`config.mk`:
```
export PLATFORM = sky130hd
export DESIGN_NAME = alu_multicycle
export DESIGN_NICKNAME = d
export VERILOG_FILES = /design/src/rtl/alu_pkg.sv /design/src/rtl/alu_core.sv /design/src/rtl/alu_multicycle.sv
export SDC_FILE = /design/constraint.sdc
export NUM_CORES = 1
export LEC_CHECK = 0
export BUFFER_PORTS_ARGS = -buffer_cell sky130_fd_sc_hd__buf_2
export CAP_MARGIN = 20
export CORE_MARGIN = 2
export CORE_UTILIZATION = 35
export DETAILED_ROUTE_END_ITERATION = 8
export MAX_ROUTING_LAYER = met4
export PLACE_DENSITY_LB_ADDON = 0.3
export SLEW_MARGIN = 10
export SYNTH_ARGS = -nofsm -noshare
export SYNTH_HDL_FRONTEND = slang
export SYNTH_HIERARCHICAL = 1
export SYNTH_SLANG_ARGS = --single-unit
```
`constraint.sdc`:
```
create_clock -name clk -period 5.8 [get_ports clk]
set_input_delay 0.87 -clock clk [delete_from_list [all_inputs] [get_ports clk]]
set_output_delay 0.87 -clock clk [all_outputs]
set_load 0.02 [all_outputs]
```
`src/rtl/alu_pkg.sv`:
```
// Shared opcode and FSM state definitions for the multicycle ALU.
package alu_pkg;

    localparam logic [2:0] OP_AND  = 3'b000;
    localparam logic [2:0] OP_ADD  = 3'b001;
    localparam logic [2:0] OP_SUB  = 3'b010;
    localparam logic [2:0] OP_OR   = 3'b011;
    localparam logic [2:0] OP_SLL  = 3'b100;
    localparam logic [2:0] OP_SRL  = 3'b101;
    localparam logic [2:0] OP_MUL  = 3'b110;
    localparam logic [2:0] OP_RSVD = 3'b111;

    typedef enum logic [1:0] {
        S_IDLE = 2'd0,
        S_ITER = 2'd1,
        S_DONE = 2'd2
    } state_t;

endpackage

```
`src/rtl/alu_core.sv`:
```
// Combinational single-cycle ALU slice: AND/ADD/SUB/OR with carry.
module alu_core #(
    parameter int WIDTH = 32
) (
    input  logic [WIDTH-1:0] a_i,
    input  logic [WIDTH-1:0] b_i,
    input  logic [2:0]       op_i,
    output logic [WIDTH-1:0] y_o,
    output logic             carry_o
);
    import alu_pkg::*;

    logic [WIDTH:0] sum;

    always_comb begin
        sum     = '0;
        y_o     = '0;
        carry_o = 1'b0;
        case (op_i)
            OP_AND: y_o = a_i & b_i;
            OP_OR:  y_o = a_i | b_i;
            OP_ADD: begin
                sum     = {1'b0, a_i} + {1'b0, b_i};
                y_o     = sum[WIDTH-1:0];
                carry_o = sum[WIDTH];
            end
            OP_SUB: begin
                // Carry-out of a + ~b + 1 is the "no borrow" flag (a >= b unsigned).
                sum     = {1'b0, a_i} + {1'b0, ~b_i} + (WIDTH+1)'(1);
                y_o     = sum[WIDTH-1:0];
                carry_o = sum[WIDTH];
            end
            default: begin
                y_o     = '0;
                carry_o = 1'b0;
            end
        endcase
    end

endmodule

```
`src/rtl/alu_multicycle.sv`:
```
// Multicycle ALU: single-cycle logic ops via alu_core, bit-serial shifts and shift-add multiply.
module alu_multicycle #(
    parameter int WIDTH = 32,
    parameter int SHW   = $clog2(WIDTH)
) (
    input  logic             clk,
    input  logic             rst,
    input  logic             start,
    input  logic [WIDTH-1:0] X,
    input  logic [WIDTH-1:0] Y,
    input  logic [2:0]       AluOp,
    output logic             busy,
    output logic             done,
    output logic [WIDTH-1:0] Z,
    output logic             ZeroFlag,
    output logic             CarryFlag
);
    import alu_pkg::*;

    localparam logic [SHW:0] CNT_MUL = (SHW+1)'(WIDTH);
    localparam logic [SHW:0] CNT_ONE = (SHW+1)'(1);

    state_t           state_q, state_d;
    logic [2:0]       op_q, op_d;
    logic [SHW:0]     cnt_q, cnt_d;
    logic [WIDTH-1:0] a_q, a_d;
    logic [WIDTH-1:0] lo_q, lo_d;
    logic [WIDTH-1:0] hi_q, hi_d;
    logic [WIDTH-1:0] z_q, z_d;
    logic             zf_q, zf_d;
    logic             cf_q, cf_d;

    logic [WIDTH-1:0] core_y;
    logic             core_c;
    logic [SHW-1:0]   shamt;
    logic [WIDTH:0]   mul_sum;
    logic [WIDTH-1:0] step_lo, step_hi;
    logic             step_out;
    logic             upd;

    assign shamt = Y[SHW-1:0];

    alu_core #(.WIDTH(WIDTH)) u_core (
        .a_i     (X),
        .b_i     (Y),
        .op_i    (AluOp),
        .y_o     (core_y),
        .carry_o (core_c)
    );

    // One iteration step; for MUL {hi,lo} is the partial product shifted right each step.
    always_comb begin
        mul_sum  = {1'b0, hi_q} + (lo_q[0] ? {1'b0, a_q} : '0);
        step_lo  = lo_q;
        step_hi  = hi_q;
        step_out = 1'b0;
        case (op_q)
            OP_SLL: begin
                step_lo  = lo_q << 1;
                step_out = lo_q[WIDTH-1];
            end
            OP_SRL: begin
                step_lo  = lo_q >> 1;
                step_out = lo_q[0];
            end
            OP_MUL: begin
                step_hi  = mul_sum[WIDTH:1];
                step_lo  = {mul_sum[0], lo_q[WIDTH-1:1]};
                step_out = |mul_sum[WIDTH:1];
            end
            default: ;
        endcase
    end

    always_comb begin
        state_d = state_q;
        op_d    = op_q;
        cnt_d   = cnt_q;
        a_d     = a_q;
        lo_d    = lo_q;
        hi_d    = hi_q;
        z_d     = z_q;
        cf_d    = cf_q;
        upd     = 1'b0;
        case (state_q)
            S_IDLE: begin
                if (start) begin
                    op_d = AluOp;
                    case (AluOp)
                        OP_SLL, OP_SRL: begin
                            // Zero shift completes like a single-cycle op so latency stays shamt+1.
                            if (shamt == '0) begin
                                state_d = S_DONE;
                                z_d     = X;
                                cf_d    = 1'b0;
                                upd     = 1'b1;
                            end else begin
                                state_d = S_ITER;
                                cnt_d   = {1'b0, shamt};
                                lo_d    = X;
                                hi_d    = '0;
                            end
                        end
                        OP_MUL: begin
                            state_d = S_ITER;
                            cnt_d   = CNT_MUL;
                            a_d     = X;
                            lo_d    = Y;
                            hi_d    = '0;
                        end
                        default: begin
                            state_d = S_DONE;
                            z_d     = core_y;
                            cf_d    = core_c;
                            upd     = 1'b1;
                        end
                    endcase
                end
            end
            S_ITER: begin
                lo_d  = step_lo;
                hi_d  = step_hi;
                cnt_d = cnt_q - CNT_ONE;
                if (cnt_q == CNT_ONE) begin
                    state_d = S_DONE;
                    z_d     = step_lo;
                    cf_d    = step_out;
                    upd     = 1'b1;
                end
            end
            S_DONE:  state_d = S_IDLE;
            default: state_d = S_IDLE;
        endcase
        zf_d = upd ? (z_d == '0) : zf_q;
    end

    always_ff @(posedge clk) begin
        if (rst) begin
            state_q <= S_IDLE;
            op_q    <= '0;
            cnt_q   <= '0;
            a_q     <= '0;
            lo_q    <= '0;
            hi_q    <= '0;
            z_q     <= '0;
            zf_q    <= 1'b0;
            cf_q    <= 1'b0;
        end else begin
            state_q <= state_d;
            op_q    <= op_d;
            cnt_q   <= cnt_d;
            a_q     <= a_d;
            lo_q    <= lo_d;
            hi_q    <= hi_d;
            z_q     <= z_d;
            zf_q    <= zf_d;
            cf_q    <= cf_d;
        end
    end

    assign busy      = (state_q != S_IDLE);
    assign done      = (state_q == S_DONE);
    assign Z         = z_q;
    assign ZeroFlag  = zf_q;
    assign CarryFlag = cf_q;

endmodule

```
== Yosys cells after proc, flatten, opt, wreduce, memory -nomap -nowiden ==
Cells that the tools add are included.
Word-level totals
  logic and storage cells: 88
  input port bits: 70
  bits in registers: 141
  output and inout port bits: 36
Operators by class
  mux-type cells: 38
  equality and inequality tests: 19
  $add $sub $neg: 5
  reduce and logical (&&, ||, !) cells: 14
  bitwise gates (word level): 3
Operators by type and width (number)
  32-bit case mux with 2 select lines: 6
  32-bit two-way mux: 9
  32-bit case mux with 4 select lines: 1
  32-bit by 32-bit adder with 33-bit output: 3
  32-bit case mux with 3 select lines: 1
  33-bit by 1-bit adder with 33-bit output, second input constant: 1
  32-bit bitwise AND: 1
  32-bit logical NOT: 1
  32-bit inverter: 1
  32-bit bitwise OR: 1
  32-bit OR reduction: 1
  6-bit case mux with 2 select lines: 2
  3-bit equality test, second input constant: 6
  6-bit two-way mux: 2
  1-bit case mux with 2 select lines: 5
  5-bit AND reduction: 2
  2-bit case mux with 2 select lines: 2
  3-bit by 2-bit equality test with 1-bit output, second input constant: 2
  6-bit by 1-bit equality test with 1-bit output, second input constant: 1
  1-bit two-way mux: 6
  2-bit two-way mux: 3
  2-bit != test, second input constant: 3
  3-bit != test, second input constant: 2
  6-bit by 1-bit subtractor with 6-bit output, second input constant: 1
  14 further kinds: 16

== Depth between registers and ports, before layout ==
  depth after elaboration: 8
  depth in mapped cells: 19
  gate-level depth less buffers: 19

== Cells and area by module ==
Netlist, hierarchy kept.
By module, submodules not included
  alu_multicycle: cells each 1279, sequential area each 2822.7 um^2, instances 1, area an instance 9410.3 um^2
  alu_core: cells each 761, sequential area each 0.0 um^2, instances 1, area an instance 5007.3 um^2

== Worst setup path before layout ==
No wires, ideal clock.
  kind: input to register
  from: input Y[9]
  to: register cf_q (netlist: CarryFlag)
  library setup time: 0.119 ns
  stages: 19
  data required time: 5.681 ns
  path slack: 1.493 ns
  arrival time: 4.188 ns
  cells stage by stage: inv_1 -> ha_1 -> buf_2 -> inv_1 -> a211oi_1 -> o21ai_0 -> and2_1 -> a21boi_1 -> o21ai_1 -> a31oi_1 -> nor4_1 -> or3_1 -> a311o_1 -> a211o_1 -> nor4_1 -> nand4_1 -> nor4_1 -> nor4b_2 -> nor2_1
On the way
  cells in the longest elaborated chain, start to end: 7
RTL lines
  start, declared: line alu_multicycle.sv:10  | input logic [WIDTH-1:0] Y,
  32-bit inverter: line alu_core.sv:29  | sum = {1'b0, a_i} + {1'b0, ~b_i} + (WIDTH+1)'(1);
  32-bit by 32-bit adder with 33-bit output: line alu_core.sv:29
  33-bit by 1-bit adder with 33-bit output: line alu_core.sv:29
  1-bit case mux with 2 select lines *: line alu_core.sv:19  | case (op_i)
  named net core_c: line alu_multicycle.sv:34  | logic core_c;
  1-bit case mux with 2 select lines *: line alu_multicycle.sv:89  | case (AluOp)
  1-bit two-way mux *: line alu_multicycle.sv:87  | if (start) begin
  1-bit case mux with 2 select lines *: line alu_multicycle.sv:85  | case (state_q)
  end signal, assigned: line alu_multicycle.sv:147  | cf_q <= 1'b0;
  end signal, assigned: line alu_multicycle.sv:157  | cf_q <= cf_d;
  end, declared: line alu_multicycle.sv:31  | logic cf_q, cf_d;
The timed path passes the listed nets; every way through them passes the cells marked *. The select of a mux whose other input is x is not followed.
A chain may end at the register's enable or synchronous reset.

== Worst setup path after layout ==
  from: input Y[0]
  to: register zf_q (netlist: ZeroFlag)
On the way
  cells in the longest elaborated chain, start to end: 8
RTL lines
  32-bit inverter: line alu_core.sv:29
  32-bit by 32-bit adder with 33-bit output: line alu_core.sv:29
  33-bit by 1-bit adder with 33-bit output: line alu_core.sv:29
  32-bit case mux with 4 select lines *: line alu_core.sv:19
  named net core_y[30]: line alu_multicycle.sv:33  | logic [WIDTH-1:0] core_y;
  32-bit case mux with 2 select lines *: line alu_multicycle.sv:89
  32-bit two-way mux *: line alu_multicycle.sv:87
  32-bit case mux with 2 select lines *: line alu_multicycle.sv:85
  32-bit logical NOT *: line alu_multicycle.sv:134  | zf_d = upd ? (z_d == '0) : zf_q;
  end signal, assigned: line alu_multicycle.sv:156  | zf_q <= zf_d;
  end, declared: line alu_multicycle.sv:30  | logic zf_q, zf_d;
The timed path passes the listed nets; every way through them passes the cells marked *.

==> Flow_metrics.wiki <==
{| class="wikitable"
! Metric !! Value
|-
| Result of the run || complete, no violations
|-
| Layout overhead on the synthesized area || 11.0%
|-
| Worst IR drop on VDD || about 0.20 mV
|-
| Detailed-route vias per instance || 6.17
|-
| Hold violation total from the final report || 0
|-
| Via count of the first global-routing pass || 15123
|-
| Final design utilization || 39.3%
|-
| Sequential power share || about a third
|-
| First-pass GRT wire length || 88800 um
|-
| Pin count of the biggest net entering global routing || between 80 and 90
|-
| Proportion of register bits with asynchronous set or reset after synthesis || 0%
|-
| Cell-by-cell trace of the critical path || buf_2 > ha_1 > inv_1 > fa_1 > nand2b_1 > a21oi_1 > o211ai_1 > a21oi_1 > a31oi_2 > o21ai_1 > a31oi_1 > xnor2_1 > a211o_1 > a22oi_1 > nor2_1 > a221oi_1 > nand4_1 > nor4_1 > nand2_1 > o21ai_0
|-
| Switching share of power || between 30 and 40%
|-
| Clock-pin transition on the worst setup and hold timing paths || around 0.070 ns
|-
| Post-detailed-placement half-perimeter wirelength || 43800 um
|-
| Kind of path behind the tightest hold check || reg2reg
|-
| DRT Pass-1 Iters || 6
|-
| Setup Crit Path Kind || in2reg
|-
| Die boundary height || just over 200 um
|-
| Global-route usage over all layers || between 20 and 30%
|-
| Max-slew violation total from the final report || 0
|-
| CP max FO || 7
|-
| CP delay by family, top || compound AO/OA/AOI/OAI gates
|-
| Slew Limit Headroom || 28.0%
|-
| Clock latency at the later pin of the worst-skew pair || approximately 0.44 ns
|-
| I/O pin total || between 100 and 150
|-
| R2R depth || 13
|-
| Syn. warnings || 6
|-
| End of the critical path || ZeroFlag$_SDFFE_PP0P_
|-
| Site Rows || 74
|-
| Number of maximum-capacitance violations || 0
|-
| Sum of buffers and inverters on the critical path || 2
|-
| Post-layout min period || a little over 5 ns
|-
| Port Buffers || ~110
|-
| Worst path slowest cell || sky130_fd_sc_hd__fa_1
|-
| Setup WS post-layout || between 0.7 and 0.8 ns
|-
| Total number of vias || between 15000 and 20000
|-
| Max Root-Sink Buffers || 2
|-
| Number of instances on the worst hold path || 2
|-
| Critical Path Sink Type || flip-flop
|-
| Worst hold slack || approximately 0.45 ns
|-
| Start point of the critical path || Y[0]
|-
| Top achievable clock speed || between 150 and 200 MHz
|-
| Leading cell types in the layout, fill and taps excluded || sky130_fd_sc_hd__nand2_1, sky130_fd_sc_hd__a21oi_1, sky130_fd_sc_hd__nor2_1
|-
| Switching power of the nets || 0.00123 W
|-
| H-Tree Level Count || 4
|-
| Crit path launch type || primary input
|-
| Post-synth cell types || 86
|-
| Count of unresolved DRC violations after routing || 0
|-
| Period Utilization, post-route || approximately 88%
|-
| Synthesized instance count || slightly above 2000
|-
| Starting density of the core || between 30 and 40%
|-
| Portion of total power attributed to combinational logic || between 30% and 40%
|-
| Peak per-stage delay on the critical path || roughly 0.38 ns
|-
| Routed wire length per instance || between 20 and 25 um
|-
| Floorplan die area || between 40000 and 50000 um2
|-
| Data required time at the worst endpoint || 6.17 ns
|-
| Cell taking the most area after synthesis || sky130_fd_sc_hd__dfxtp_1
|-
| Synthesized net count || 2252
|-
| GRT Residual Overflow || 0
|-
| Number of nets with antenna violations after routing || 0
|-
| CTS root buffer || sky130_fd_sc_hd__clkbuf_16
|-
| Commonest non-fill, non-tap cell in the layout || sky130_fd_sc_hd__nand2_1
|-
| Levels on crit path || 20
|-
| FF+latch count, synth || around 140
|-
| Setup Fix Bufs, Post-CTS || 0
|-
| Number of buffers created by CTS || 17
|-
| Fraction of final layout cells with drive strength greater than 1 || between 10% and 20%
|-
| Total wirelength of the detailed-routed design || roughly 60000 um
|-
| Worst slack at placement || approximately 0.35 ns
|-
| Final Setup Violations || 0
|-
| R2r startpoint || lo_q[0]$_SDFFE_PP0P_
|-
| Net count, final || 2274
|-
| Seq/Total Area, Yosys || around a fifth
|-
| Biggest area contributors in the synthesized netlist || sky130_fd_sc_hd__dfxtp_1, sky130_fd_sc_hd__ha_1, sky130_fd_sc_hd__nand2_1
|-
| Die Span X || 207 um
|-
| Top FF cell, synth || sky130_fd_sc_hd__dfxtp_1
|-
| Internal || roughly 0.0020 W
|-
| Area fraction of the dominant cell type after synthesis || 19.6%
|-
| Average instance area after synthesis || a little over 7 um2
|-
| Setup tns final || 0 ns
|-
| Total power density per cell area || 204 nW/um2
|-
| Unrepaired setup endpoints after global routing || no
|-
| DRT iter0 DRCs || between 1500 and 2000
|-
| Number of flops mapped to enable cells by yosys || 0
|-
| Core area || between 40000 and 50000 um2
|-
| Post-Synthesis Cell Area || 14400 um2
|-
| Critical Path AT || 5.47 ns
|-
| CTS sink cnt || approximately 140
|-
| Number of hold buffers added after cts || 0
|-
| P_leak || approximately 7.0 nW
|-
| Tightest Pin Transition || about 1.1 ns
|-
| Initial antenna violation count || 2
|-
| Setup slack of the worst register-to-register path || around 1.7 ns
|-
| Post-route non-filler standard cell count || between 2000 and 3000
|-
| TritonCTS clock tree || yes
|-
| Cell Count Post-Placement || between 2000 and 3000
|-
| Part of the total power dissipated in the clock network || 34.7%
|-
| Most common cell type on the critical path || sky130_fd_sc_hd__a21oi_1
|-
| Number of gates resized after cts || 0
|-
| Final GP Congestion || ~1.0
|-
| Worst-case clock skew || ~0.012 ns
|-
| Worst reg2reg path endpoint || CarryFlag$_SDFFE_PP0P_
|}
## power by group through the flow
stage / Clock, W / Combinational [W] / Sequential (W)
final: 0.00113 / 0.00107 / 0.00106
after global routing: 0.00118 / 0.00116 / 0.00107
after CTS: 0.00115 / 0.00105 / 0.00106
after detailed placement: 0 / 0.00104 / 0.00108
after global placement: 0 / 0.00104 / 0.00108
after floorplan: 0 / 0.000682 / 0.00108
## through the flow
stage | power (W) | area (um2)
2_1_floorplan | 0.00177 | 14400
3_3_place_gp | 0.00212 | 15400
3_5_place_dp | 0.00213 | 15400
4_1_cts | 0.00326 | 16000
5_1_grt | 0.00341 | 16000
6_report | 0.00327 | 16000
## state kept, by name (all words and copies together) (netlist names)
name / flops
a_q: 32
cnt_q: 6
Z: 32
hi_q: 32
lo_q: 32
op_q: 3
ZeroFlag: 1
CarryFlag: 1
state_q: 2
## per-layer routing
| metal | vias to the layer above | GRT usage, % | part of all wire (%) |
|---|---|---|---|
| met5 | - | - | 0 |
| met4 | 0 | 16.0 | 6.0 |
| met3 | 151 | 3.91 | 7.2 |
| met2 | 811 | 42.1 | 44 |
| met1 | 7676 | 35.4 | 43 |
| li1 | 7478 | - | - |
## Yosys cell counts, types with 40 or more instances
cell	number
sky130_fd_sc_hd__ha_1	139
sky130_fd_sc_hd__o221ai_1	55
sky130_fd_sc_hd__o22ai_1	75
sky130_fd_sc_hd__o21ai_0	56
sky130_fd_sc_hd__dfxtp_1	141
sky130_fd_sc_hd__a22oi_1	50
sky130_fd_sc_hd__nand2_1	280
sky130_fd_sc_hd__inv_1	120
sky130_fd_sc_hd__a21oi_1	208
sky130_fd_sc_hd__nor2_1	184
sky130_fd_sc_hd__clkbuf_1	114
sky130_fd_sc_hd__nand3_1	60
sky130_fd_sc_hd__and2_1	40
## how the worst min path moves through the flow
stage / startpoint / to / slack (ns)
2_1_floorplan: a_q[0]$_SDFFE_PP0P_ / a_q[0]$_SDFFE_PP0P_ / 0.43
3_3_place_gp: a_q[7]$_SDFFE_PP0P_ / a_q[7]$_SDFFE_PP0P_ / 0.44
6_report: a_q[4]$_SDFFE_PP0P_ / a_q[4]$_SDFFE_PP0P_ / 0.45
3_5_place_dp: a_q[4]$_SDFFE_PP0P_ / a_q[4]$_SDFFE_PP0P_ / 0.44
4_1_cts: a_q[4]$_SDFFE_PP0P_ / a_q[4]$_SDFFE_PP0P_ / 0.45
5_1_grt: a_q[31]$_SDFFE_PP0P_ / a_q[31]$_SDFFE_PP0P_ / 0.47
## cell type report
type / count / area, um2
sequential: 141 / 2820
clock buffer: 22 / 464
antenna: 3 / 7.51
fill: 4309 / 24700
multi-input combinational: 1631 / 10600
inverter: 123 / 462
clock inverter: 10 / 129
tap: 532 / 666
timing repair buffer: 148 / 851
## cells by family (layout without fill, tap and decap cells)
family | count (synthesis) | count (layout) | share of synthesized area [%]
AO/OA/AOI/OAI | 675 | 675 | 31.6
flip-flops | 141 | 141 | 19.6
XOR/XNOR | 27 | 27 | 1.64
adder cells (fa/ha/maj) | 142 | 142 | 12.5
other | 0 | 3 | 0
multiplexers | 66 | 66 | 4.83
AND/OR/NAND/NOR | 721 | 721 | 22.8
buffers and inverters | 268 | 303 | 7.12
## worst min-delay path, stage by stage, from the launching register on
cell                      delay, ns
sky130_fd_sc_hd__dfxtp_1       0.31
sky130_fd_sc_hd__nand2_1       0.05
sky130_fd_sc_hd__a21oi_1       0.05
No activity file was read; power rests on OpenSTA's default activity.
